$ cat config.mk
export PLATFORM = sky130hd
export DESIGN_NAME = instruction_fetch_unit
export DESIGN_NICKNAME = d
export VERILOG_FILES = /design/src/rtl/fetch_pkg.sv /design/src/rtl/fetch_out_reg.sv /design/src/rtl/instruction_fetch_unit.sv
export SDC_FILE = /design/constraint.sdc
export NUM_CORES = 1
export LEC_CHECK = 0
export CAP_MARGIN = 20
export CELL_PAD_IN_SITES_DETAIL_PLACEMENT = 0
export CELL_PAD_IN_SITES_GLOBAL_PLACEMENT = 2
export CORE_MARGIN = 2
export CORE_UTILIZATION = 30
export DETAILED_ROUTE_END_ITERATION = 7
export PLACE_DENSITY_LB_ADDON = 0.15
export SYNTH_ARGS = -nofsm -noshare
export SYNTH_HDL_FRONTEND = slang
export SYNTH_SLANG_ARGS = --single-unit
$ cat constraint.sdc
create_clock -name clk -period 4.6 [get_ports clk]
set_input_delay 0.92 -clock clk [delete_from_list [all_inputs] [get_ports clk]]
set_output_delay 0.92 -clock clk [all_outputs]
set_load 0.05 [all_outputs]
$ cat src/rtl/fetch_pkg.sv
// Shared fetch/decode definitions: widths, HALT opcode and the fetch FSM state type.
package fetch_pkg;
  localparam int OPCODE_W = 4;
  localparam int INSTR_W  = 16;
  localparam int ADDR_W   = 8;

  localparam logic [OPCODE_W-1:0] HALT_OPCODE = 4'b1111;

  typedef enum logic [1:0] {
    ST_IDLE  = 2'd0,
    ST_FETCH = 2'd1,
    ST_DRAIN = 2'd2,
    ST_DONE  = 2'd3
  } fetch_state_t;

  function automatic logic is_halt(input logic [INSTR_W-1:0] word,
                                   input logic [OPCODE_W-1:0] opcode);
    return word[INSTR_W-1 -: OPCODE_W] == opcode;
  endfunction
endpackage

$ cat src/rtl/fetch_out_reg.sv
// Holding register for the word handed to decode; flush beats load, load beats handshake-clear.
module fetch_out_reg #(
  parameter int DATA_W = 16,
  parameter int ADDR_W = 8
) (
  input  logic              clk,
  input  logic              rst_n,
  input  logic              load,
  input  logic              flush,
  input  logic [DATA_W-1:0] data_in,
  input  logic [ADDR_W-1:0] pc_in,
  input  logic              ready,
  output logic [DATA_W-1:0] data,
  output logic [ADDR_W-1:0] pc,
  output logic              valid
);
  always_ff @(posedge clk or negedge rst_n) begin
    if (!rst_n) begin
      data  <= '0;
      pc    <= '0;
      valid <= 1'b0;
    end else if (flush) begin
      valid <= 1'b0;
    end else if (load) begin
      data  <= data_in;
      pc    <= pc_in;
      valid <= 1'b1;
    end else if (valid && ready) begin
      valid <= 1'b0;
    end
  end
endmodule

$ cat src/rtl/instruction_fetch_unit.sv
// Instruction fetch: owns the PC, reads the combinational ROM, issues words to decode
// over valid/ready, applies branch redirects and stops on HALT or out-of-range fetch.
module instruction_fetch_unit
  import fetch_pkg::*;
#(
  parameter int                    MEM_DEPTH   = 128,
  parameter logic [OPCODE_W-1:0]   HALT_OPCODE = fetch_pkg::HALT_OPCODE,
  parameter logic [ADDR_W-1:0]     START_PC    = 8'd0
) (
  input  logic                clk,
  input  logic                rst_n,
  input  logic                start,
  input  logic [1:0]          programSelectIn,
  output logic [1:0]          programSelect,
  output logic [ADDR_W-1:0]   address,
  input  logic [INSTR_W-1:0]  instruction,
  output logic [INSTR_W-1:0]  instrOut,
  output logic [ADDR_W-1:0]   instrPc,
  output logic                instrValid,
  input  logic                instrReady,
  input  logic                redirect,
  input  logic [ADDR_W-1:0]   redirectTarget,
  output logic                busy,
  output logic                halted,
  output logic                fault
);
  // One extra bit so a depth equal to 2**ADDR_W still compares correctly.
  localparam logic [ADDR_W:0] DEPTH = (ADDR_W+1)'(MEM_DEPTH);

  fetch_state_t      state;
  logic [ADDR_W-1:0] pc;
  logic [1:0]        prog_sel;
  logic              halted_q;
  logic              fault_q;

  logic slot_free, in_fetch, do_load, do_flush, cap_halt, last_word, target_bad;

  assign in_fetch   = (state == ST_FETCH);
  assign slot_free  = !instrValid || instrReady;
  assign do_flush   = in_fetch && redirect;
  assign do_load    = in_fetch && !redirect && slot_free;
  assign cap_halt   = is_halt(instruction, HALT_OPCODE);
  assign last_word  = ({1'b0, pc} + 1'b1) == DEPTH;
  assign target_bad = {1'b0, redirectTarget} >= DEPTH;

  always_ff @(posedge clk or negedge rst_n) begin
    if (!rst_n) begin
      state    <= ST_IDLE;
      pc       <= START_PC;
      prog_sel <= 2'b00;
      halted_q <= 1'b0;
      fault_q  <= 1'b0;
    end else begin
      case (state)
        ST_IDLE, ST_DONE: begin
          if (start) begin
            prog_sel <= programSelectIn;
            pc       <= START_PC;
            halted_q <= 1'b0;
            fault_q  <= 1'b0;
            state    <= ST_FETCH;
          end
        end
        ST_FETCH: begin
          if (redirect) begin
            pc <= redirectTarget;
            if (target_bad) begin
              fault_q <= 1'b1;
              state   <= ST_DONE;
            end
          end else if (slot_free) begin
            // A HALT word freezes the PC at its own address.
            if (cap_halt) begin
              state <= ST_DRAIN;
            end else begin
              pc <= pc + 1'b1;
              if (last_word) state <= ST_DRAIN;
            end
          end
        end
        ST_DRAIN: begin
          if (instrValid && instrReady) begin
            state <= ST_DONE;
            if (is_halt(instrOut, HALT_OPCODE)) halted_q <= 1'b1;
            else                                 fault_q  <= 1'b1;
          end
        end
        default: state <= ST_IDLE;
      endcase
    end
  end

  fetch_out_reg #(
    .DATA_W (INSTR_W),
    .ADDR_W (ADDR_W)
  ) u_out_reg (
    .clk     (clk),
    .rst_n   (rst_n),
    .load    (do_load),
    .flush   (do_flush),
    .data_in (instruction),
    .pc_in   (pc),
    .ready   (instrReady),
    .data    (instrOut),
    .pc      (instrPc),
    .valid   (instrValid)
  );

  assign address       = pc;
  assign programSelect = prog_sel;
  assign busy          = (state == ST_FETCH) || (state == ST_DRAIN);
  assign halted        = halted_q;
  assign fault         = fault_q;
endmodule

==> impl_metrics.tcl, run 1 <==
set metrics [dict create \
    drt_wl_total_mm 5.01 \
    diodes 0 \
    synth_cells 186 \
    dieHeight_um 86.3 \
    synth-simple-area-share_pct 14.3 \
    cap_violations 0 \
    grt_overflow 0 \
    powerDensity_nw_per_um2 242 \
    dr.pass1.iters 4 \
    post_dp_cell_area_um2 2750 \
    drive_gt1_share_pct 16.1 \
    path_delay_family "buffers and inverters" \
    period_share_pct 64.3 \
    synthesis.area_um2 2030 \
    synth.mux.area_fraction_pct 14.5 \
    outcome "complete, no violations" \
    timing.hold.ws_ps 484 \
    htreeDepth 2 \
    place.gp.congestion 0.743 \
    cts_made_buffers 5 \
    cts-resized-gates 0 \
    cts_root_buffer "clkbuf_8" \
    drt-wirelength-per-cell_um 15.1 \
    hold_path.class "reg2reg" \
    synth_top_family_by_area "multiplexers" \
    fin_crit_ps 2960 \
    die_area_um2 7450 \
    netlist_top_cells_area "dfrtp_1, mux2_2, o21ai_0" \
    top_level_ports 69 \
    power_mw 0.693 \
    row_count 29 \
    syn_to_final_growth_pct 41.1 \
    clock_latency_ps 300 \
    setup_viol 0 \
    worstMarginPinSlew_ps 887 \
    cts.hold.buffers_added 0 \
    crit_path_cell_trace "inv_1 > ha_1 > inv_1 > clkdlybuf4s50_1" \
    slowest_stage "clkdlybuf4s50_1" \
    fmax_ghz 0.338 \
    synth.distinct_cells 40 \
    peakVddDrop_uv 113 \
    ys_ff_latch 39 \
    synth_area_per_cell_um2 10.9 \
    drt_first_iter_violations 31 \
    clock_path_buffers 2 \
    total_leakage_power_nw 1.24 \
    cts_sinks 39 \
    nNetsFinal 290 \
    hold_viol_final 0 \
    synth_top_cell_area_share_pct 48.0 \
    final_core_util_pct 44.4 \
    num_vias 1645 \
    crit_type "reg2out" \
    cp_max_fo 7 \
    skew_ps 7.65 \
    numPortBuffers 68 \
    multi_input_area_um2 948 \
    crit_top_cell "inv_1" \
    grt_start_max_net_pins 40 \
    slew_headroom_pct 40.9 \
    ys.warnings.count 0 \
    cp_data_arrival_time_ps 2040 \
    synth-xor-area-share_pct 0.431 \
    grt_pass1_vias 1624 \
    crit_buf_inv 3 \
    nFillCells 650 \
    regArea_um2 976 \
    end_kind "output port" \
    drtAntennaViolNets 0 \
    synth_compound_area_share_pct 14.3 \
    cts_setup_buffers 0 \
    final_design_area_no_fill_um2 2870 \
    grtUsageTotal_pct 14.3 \
    worstPathRequired_ps 3680 \
    cts_tree "yes" \
    start_util_pct 31.5 \
    drt_drc_violations_left 0 \
    cp-start-kind "register" \
    clkTransAtPathRegs_ps 80 \
    synth_fa_ha_area_share_pct 3.08 \
    antenna_found_initial 0 \
    fp.dieW_um 86.3 \
    max_stage_delay_ps 790 \
    dp_hpwl_mm 3.61 \
    synth_fp_nets 222 \
    grt_pass1_wl_mm 8.31 \
    slew_viol_final 0 \
    rsz0062_at_grt "no" \
    seq_area_frac_synth_pct 48.0 \
    synth_top_cell_by_area "dfrtp_1" \
    core-area_um2 6460 \
    setup_tns_ps 0 \
    viasPerCell 4.95 \
]
[through the flow]
| step | setup WS, ps | instances |
|---|---|---|
| after global placement | 1630 | 324 |
| after CTS | 1630 | 332 |
| final | 1640 | 332 |
| after global routing | 1550 | 332 |
| after floorplan | 2550 | 186 |
| after detailed placement | 1580 | 324 |
[cells in the mapped netlist, drive strengths merged]
library cell,instances
clkbuf,2
nand2,14
nand3,6
nor4,3
a32o,1
ha,5
and3,4
nor3,4
inv,7
o22ai,3
o2bb2ai,5
xor2,1
nor2b,2
nand3b,1
nand4,4
a22oi,3
o31ai,1
mux2i,1
o221ai,1
nand2b,4
a211oi,1
a31oi,1
dfrtp,39
mux2,25
a32oi,1
a21oi,6
a21o,1
a221oi,2
and2,3
or2,1
o22a,2
buf,8
nor2,10
o21ai,14
[kinds of logic after synthesis]
logic type | Yosys count
muxes | 26
xor gates and xnor gates | 1
adders and majority gates | 5
DFF | 39
and+or+nand+nor | 56
AOI/OAI and AO/OA | 42
buffers and inverters | 17
[layer usage]
metal  vias to the layer above  GRT usage, %  part of all wire [%]
met4                         0          3.84                   1.1
met1                       778          19.7                    46
li1                        812             -                     -
met5                         -             0                     0
met3                         6          4.95                   6.7
met2                        49          21.6                    46
[cell type report]
class / count / area share (%)
clock buffers: 6 / 2.88
well taps: 77 / 3.36
repair buffers: 71 / 24.4
clock inverters: 2 / 1.35
inverters: 7 / 0.917
multi-input cells: 130 / 33.1
flip-flops and latches: 39 / 34.0
[cell usage in the layout (no fill, tap or decap), types with 2 or more instances in the layout]
| cell | instances |
|---|---|
| clkdlybuf4s50_1 | 67 |
| dfrtp_1 | 39 |
| mux2_2 | 24 |
| nand2_1 | 14 |
| o21ai_0 | 14 |
| nor2_1 | 10 |
| inv_1 | 7 |
| nand3_1 | 6 |
| a21oi_1 | 6 |
| clkbuf_8 | 6 |
| o2bb2ai_1 | 5 |
| ha_1 | 5 |
| nor3_1 | 4 |
| nand4_1 | 4 |
| nand2b_1 | 3 |
| and2_1 | 3 |
| nor4_1 | 3 |
| a22oi_1 | 3 |
| buf_4 | 3 |
| o22ai_1 | 2 |
| and3_4 | 2 |
| nor2b_1 | 2 |
| o22a_1 | 2 |
| a221oi_1 | 2 |
| and3_1 | 2 |
[flip-flops by register name (all words and copies together) (netlist names)]
| register | count |
|---|---|
| halted | 1 |
| u_out_reg.pc | 8 |
| programSelect | 2 |
| u_out_reg.data | 16 |
| address | 8 |
| fault | 1 |
| u_out_reg.valid | 1 |
| state | 2 |
[worst paths after layout]
path | cells past startpoint | slack (ps) | from | endpoint
setup reg to reg | 7 | 2490 | state[0] | state[0]
min in group asynchronous | 1 | 740 | rst_n | u_out_reg.pc[3]
max in group asynchronous | 1 | 3300 | rst_n | state[0]
hold / removal | 2 | 480 | u_out_reg.pc[7] | u_out_reg.pc[7]
hold reg to reg | 2 | 480 | u_out_reg.pc[7] | u_out_reg.pc[7]
setup / recovery | 4 | 1640 | state[0] | busy
[where the power goes]
part           internal, mW  switching [mW]
logic                0.0250          0.0149
clock network         0.179           0.132
registers             0.342               0
total                 0.546           0.147
[worst reg2reg max path: cells and delay by family, from the launching register on]
family	cells	cell delay, ps
AOI/OAI and AO/OA	2	530
adders and majority gates	1	390
buffers and inverters	1	80
DFF	1	400
and+or+nand+nor	3	590
Note: power is estimated with default switching activity, not from simulation.
==> run 2: changes to the inputs <==
Settings changed: CORE_UTILIZATION 30 to 25.
Clock period 4.6 ns to 2.51 ns, I/O delays scaled along.
==> run 2 against run 1 <==
Net effect:
- sequential share of layout area decreased by 0.48 points
- routed wire length is 6.8% higher
- via count grew 1.2%
- sequential power up 84%
- non-clock buffer count grew 4
- critical endpoint is now address[5]
- critical path type unchanged
- global-route usage down 1.4 points
- clock power rose by 44%
- utilization is 7.1 points lower
- clock skew fell by 5.1 ps
==> impl_metrics.tcl, run 2 (synthesis results as in run 1) <==
set metrics [dict create \
    cts_made_buffers 5 \
    fmax_ghz 0.459 \
    cts-resized-gates 0 \
    power.share.clock_pct 39.0 \
    path_delay_family "buffers and inverters" \
    pwr-share-comb_pct 6.5 \
    grtUsageTotal_pct 13.0 \
    largest-register "u_out_reg.data" \
    clock_latency_ps 290 \
    cts_tree "yes" \
    setup_viol 0 \
    cts_setup_buffers 0 \
    grt_overflow 0 \
    grt_pass1_vias 1733 \
    cap_violations 0 \
    antenna_found_initial 0 \
    crit_path_cell_trace "clkdlybuf4s50_1" \
    total_leakage_power_nw 1.25 \
    peakVddDrop_uv 173 \
    cts.hold.buffers_added 0 \
    cts_sinks 39 \
    row_count 32 \
    skew_ps 2.53 \
    use_met2_pct 20.8 \
    die_area_um2 8870 \
    viasPerCell 4.63 \
    core-area_um2 7810 \
    layout_common_cells "clkdlybuf4s50_1, dfrtp_1, mux2_2" \
    sw_frac_of_total_pct 22.2 \
    grt_pass1_wl_mm 8.83 \
    dp_hpwl_mm 4.06 \
    clkTransAtPathRegs_ps 80 \
    grt_util_met1_pct 16.7 \
    num_vias 1665 \
    cp_data_arrival_time_ps 1680 \
    drive_gt1_share_pct 17.4 \
    clock_path_buffers 2 \
    p_sw_mw 0.256 \
    crit_buf_inv 1 \
    setup_tns_ps 0 \
    slew_headroom_pct 65.3 \
    dr.pass1.iters 4 \
    drt_drc_violations_left 0 \
    crit_type "reg2out" \
    power_mw 1.15 \
    place.gp.congestion 0.721 \
    start_util_pct 26.0 \
    drt_wl_total_mm 5.35 \
    numPortBuffers 68 \
    max_stage_delay_ps 870 \
    cp_max_fo 10 \
    seq_power_share_pct 54.5 \
    powerDensity_nw_per_um2 396 \
    diodes 0 \
    slowest_stage "clkdlybuf4s50_1" \
    worstMarginPinSlew_ps 519 \
    period_share_pct 86.9 \
    fp.dieW_um 94.2 \
    layout_commonest_cell "clkdlybuf4s50_1" \
    hold_path.class "in2async" \
    nNetsFinal 294 \
    outcome "complete, no violations" \
    cts_root_buffer "clkbuf_8" \
    hold_viol_final 0 \
    syn_to_final_growth_pct 43.1 \
    drt-wirelength-per-cell_um 14.9 \
    grt_start_max_net_pins 29 \
    worstPathRequired_ps 2010 \
    top_level_ports 69 \
    htreeDepth 2 \
    grt_most_used_layer "met2" \
    fin_crit_ps 2180 \
    grt_util_met3_pct 4.25 \
    drtAntennaViolNets 0 \
    end_kind "output port" \
    drt_first_iter_violations 75 \
    cp-start-kind "register" \
    p_int_mw 0.896 \
    rsz0062_at_grt "no" \
    largest_reg_flops 16 \
    dieHeight_um 94.2 \
    slew_viol_final 0 \
]
run 2: final timing paths:
kind	cells after the start	endpoint	from	slack [ps]
worst max-delay path	1	address[5]	address[5]	330
worst min-delay path	1	u_out_reg.pc[5]	rst_n	70
worst max register to register	7	state[0]	state[0]	350
worst min register to register	2	u_out_reg.pc[7]	u_out_reg.pc[7]	500
max in group asynchronous	2	fault	rst_n	1780
min in group clk	2	u_out_reg.pc[7]	u_out_reg.pc[7]	500
run 2: area by class of cell:
type                    instances  area, um^2
fillers                       813        4900
flip-flops and latches         39         976
multi-input cells             130         948
repair buffers                 75         738
well taps                     102         128
clock buffers                   6        82.6
inverters                       7        26.3
clock inverters                 1        8.76
run 2: routing by layer:
layer | part of all wire, % | vias up | wire (um)
li1 | - | 817 | -
met1 | 46 | 788 | 2450
met2 | 46 | 55 | 2450
met3 | 7.2 | 5 | 384
met4 | 1.1 | 0 | 61
met5 | 0 | - | 0
run 2: through the flow:
stage / setup WS [ps] / utilization [%] / std cells / area (um^2) / hold WS (ps)
2_1_floorplan: 548 / - / 186 / 2030 / 206
3_3_place_gp: 374 / 36.1 / 353 / 2820 / 398
3_5_place_dp: 340 / 36.1 / 353 / 2820 / 400
4_1_cts: 299 / 37.2 / 360 / 2910 / 79.9
5_1_grt: 221 / 37.2 / 360 / 2910 / 82.0
6_report: 330 / 37.2 / 360 / 2910 / 74.5
run 2: worst reg2reg max path: cells and delay by family, from the launching register on:
family / cells / cell delay (ps)
adder cells (fa/ha/maj): 1 / 400
AND/OR/NAND/NOR: 3 / 590
AO/OA/AOI/OAI: 2 / 560
flip-flops: 1 / 420
buffers and inverters: 1 / 80
run 2: power groups by stage:
stage | registers [mW] | clock network (mW) | logic [mW]
2_1_floorplan | 0.640 | 0 | 0.0124
3_3_place_gp | 0.640 | 0 | 0.0773
3_5_place_dp | 0.640 | 0 | 0.0774
4_1_cts | 0.628 | 0.472 | 0.0777
5_1_grt | 0.628 | 0.496 | 0.0834
6_report | 0.628 | 0.448 | 0.0752
==> run 3: changes to the inputs <==
Settings changed: CORE_UTILIZATION 25 to 28.
Clock period 2.51 ns to 2.25 ns, I/O delays scaled along.
==> run 3 against run 2 <==
Net effect:
- via count is 1.9% higher
- cell area grew 1.4%
- flip-flop and latch count stayed put
- count of clock-buffer cells in the layout did not move
- non-clock buffer count is 6 higher
- sequential power is 11% higher
- clock skew up 7.1 ps
- critical path depth unchanged
- routed wire length stayed put
- power rose by 11%
- clock power up 11%
- highest routed layer unchanged
==> impl_metrics.tcl, run 3 (synthesis results as in run 1) <==
set metrics [dict create \
    outcome "complete, no violations" \
    cp_num_cells 1 \
    regArea_um2 976 \
    setup_tns_ps 0 \
    grt_pass1_vias 1769 \
    worstMarginPinSlew_ps 526 \
    final_design_area_no_fill_um2 2950 \
    rrSetupSlack_ps 370 \
    die_area_um2 7950 \
    rsz0062_at_grt "no" \
    layout_commonest_cell "clkdlybuf4s50_1" \
    post_dp_cell_area_um2 2860 \
    dr.pass1.iters 4 \
    drt-wirelength-per-cell_um 14.7 \
    cts_setup_buffers 0 \
    nNetsFinal 300 \
    numPortBuffers 68 \
    grt_pass1_wl_mm 8.77 \
    diodes 0 \
    drt_drc_violations_left 0 \
    dp_hpwl_mm 4.00 \
    period_share_pct 93.8 \
    cts_made_buffers 5 \
    drt_first_iter_violations 50 \
    cts_tree "yes" \
    powerDensity_nw_per_um2 435 \
    row_count 31 \
    hold_path.class "in2async" \
    cts_root_buffer "clkbuf_8" \
    clkTransAtPathRegs_ps 80 \
    antenna_found_initial 0 \
    fin_crit_ps 2110 \
    hold_viol_final 0 \
    layout_common_cells "clkdlybuf4s50_1, dfrtp_1, mux2_2" \
    drt_wl_total_mm 5.35 \
    setup_viol 0 \
    core-area_um2 7140 \
    cp_max_fo 7 \
    largest-register "u_out_reg.data" \
    clock_path_buffers 2 \
    num_vias 1696 \
    peakVddDrop_uv 276 \
    grt_overflow 0 \
    multi_input_area_um2 948 \
    r2r-end "state[0]" \
    cts-resized-gates 0 \
    syn_to_final_growth_pct 45.1 \
    worstPathRequired_ps 1800 \
    drtAntennaViolNets 0 \
    place.gp.congestion 0.759 \
    end_kind "output port" \
    cts.hold.buffers_added 0 \
    cts_sinks 39 \
    start_util_pct 28.5 \
    crit_end "address[0]" \
    total_leakage_power_nw 1.28 \
    fp.dieW_um 89.2 \
    dieHeight_um 89.2 \
    max_stage_delay_ps 870 \
    cp_data_arrival_time_ps 1660 \
    path_delay_family "buffers and inverters" \
    drive_gt1_share_pct 19.3 \
    slew_headroom_pct 64.8 \
    viasPerCell 4.67 \
    cp-start-kind "register" \
    slowest_stage "clkdlybuf4s50_1" \
    crit_path_start "address[0]" \
    top_level_ports 69 \
    crit_path_cell_trace "clkdlybuf4s50_1" \
    cap_violations 0 \
    crit_type "reg2out" \
    skew_ps 9.62 \
    clock_latency_ps 290 \
    slew_viol_final 0 \
    grt_start_max_net_pins 40 \
    largest_reg_flops 16 \
    fmax_ghz 0.474 \
    crit_buf_inv 1 \
    r2r-start "state[0]" \
    htreeDepth 2 \
    nFillCells 748 \
    worst-r2r-cell-count 7 \
    grtUsageTotal_pct 14.5 \
]
## run 3: cell types whose count changed in the layout (fill, tap and decap cells not counted)
cell	previous run	this run
buf_4	7	13
## run 3: metrics by stage
step                power [mW]  setup WS, ps  cells  hold slack (ps)  utilization, %
finish                    1.28           139    363              209            41.3
CTS                       1.31           137    363              231            41.3
global placement         0.801           133    356              462            40.0
detailed placement       0.800          90.5    356              469            40.0
global route              1.34           113    363              254            41.3
floorplan                0.728           288    186              154               -
## run 3: layout make-up
cell class / count / share of cell area (%)
inverter: 7 / 0.891
sequential: 39 / 33.1
tap: 99 / 4.20
clock inverter: 1 / 0.297
clock buffer: 6 / 2.80
timing repair buffer: 81 / 26.6
multi-input combinational: 130 / 32.2
## run 3: worst min path at each step
stage                     from  cells past startpoint              end  slack, ps
2_1_floorplan            rst_n                      0       address[0]        150
3_3_place_gp   u_out_reg.pc[7]                      2  u_out_reg.pc[7]        460
3_5_place_dp   u_out_reg.pc[7]                      2  u_out_reg.pc[7]        470
4_1_cts                  rst_n                      2  u_out_reg.pc[0]        230
5_1_grt                  rst_n                      2  u_out_reg.pc[3]        250
6_report                 rst_n                      2  u_out_reg.pc[3]        210
## run 3: layer usage
metal	share of wire [%]	track usage [%]	vias up
met5	0	0	-
met4	0.80	3.66	0
met3	7.3	5.45	5
met2	46	23.5	57
met1	46	18.3	807
li1	-	-	827
## run 3: where the power goes
group / switching [mW] / internal, mW
Sequential: 0 / 0.700
Combinational: 0.0316 / 0.0523
Clock: 0.251 / 0.247
Total: 0.283 / 0.999
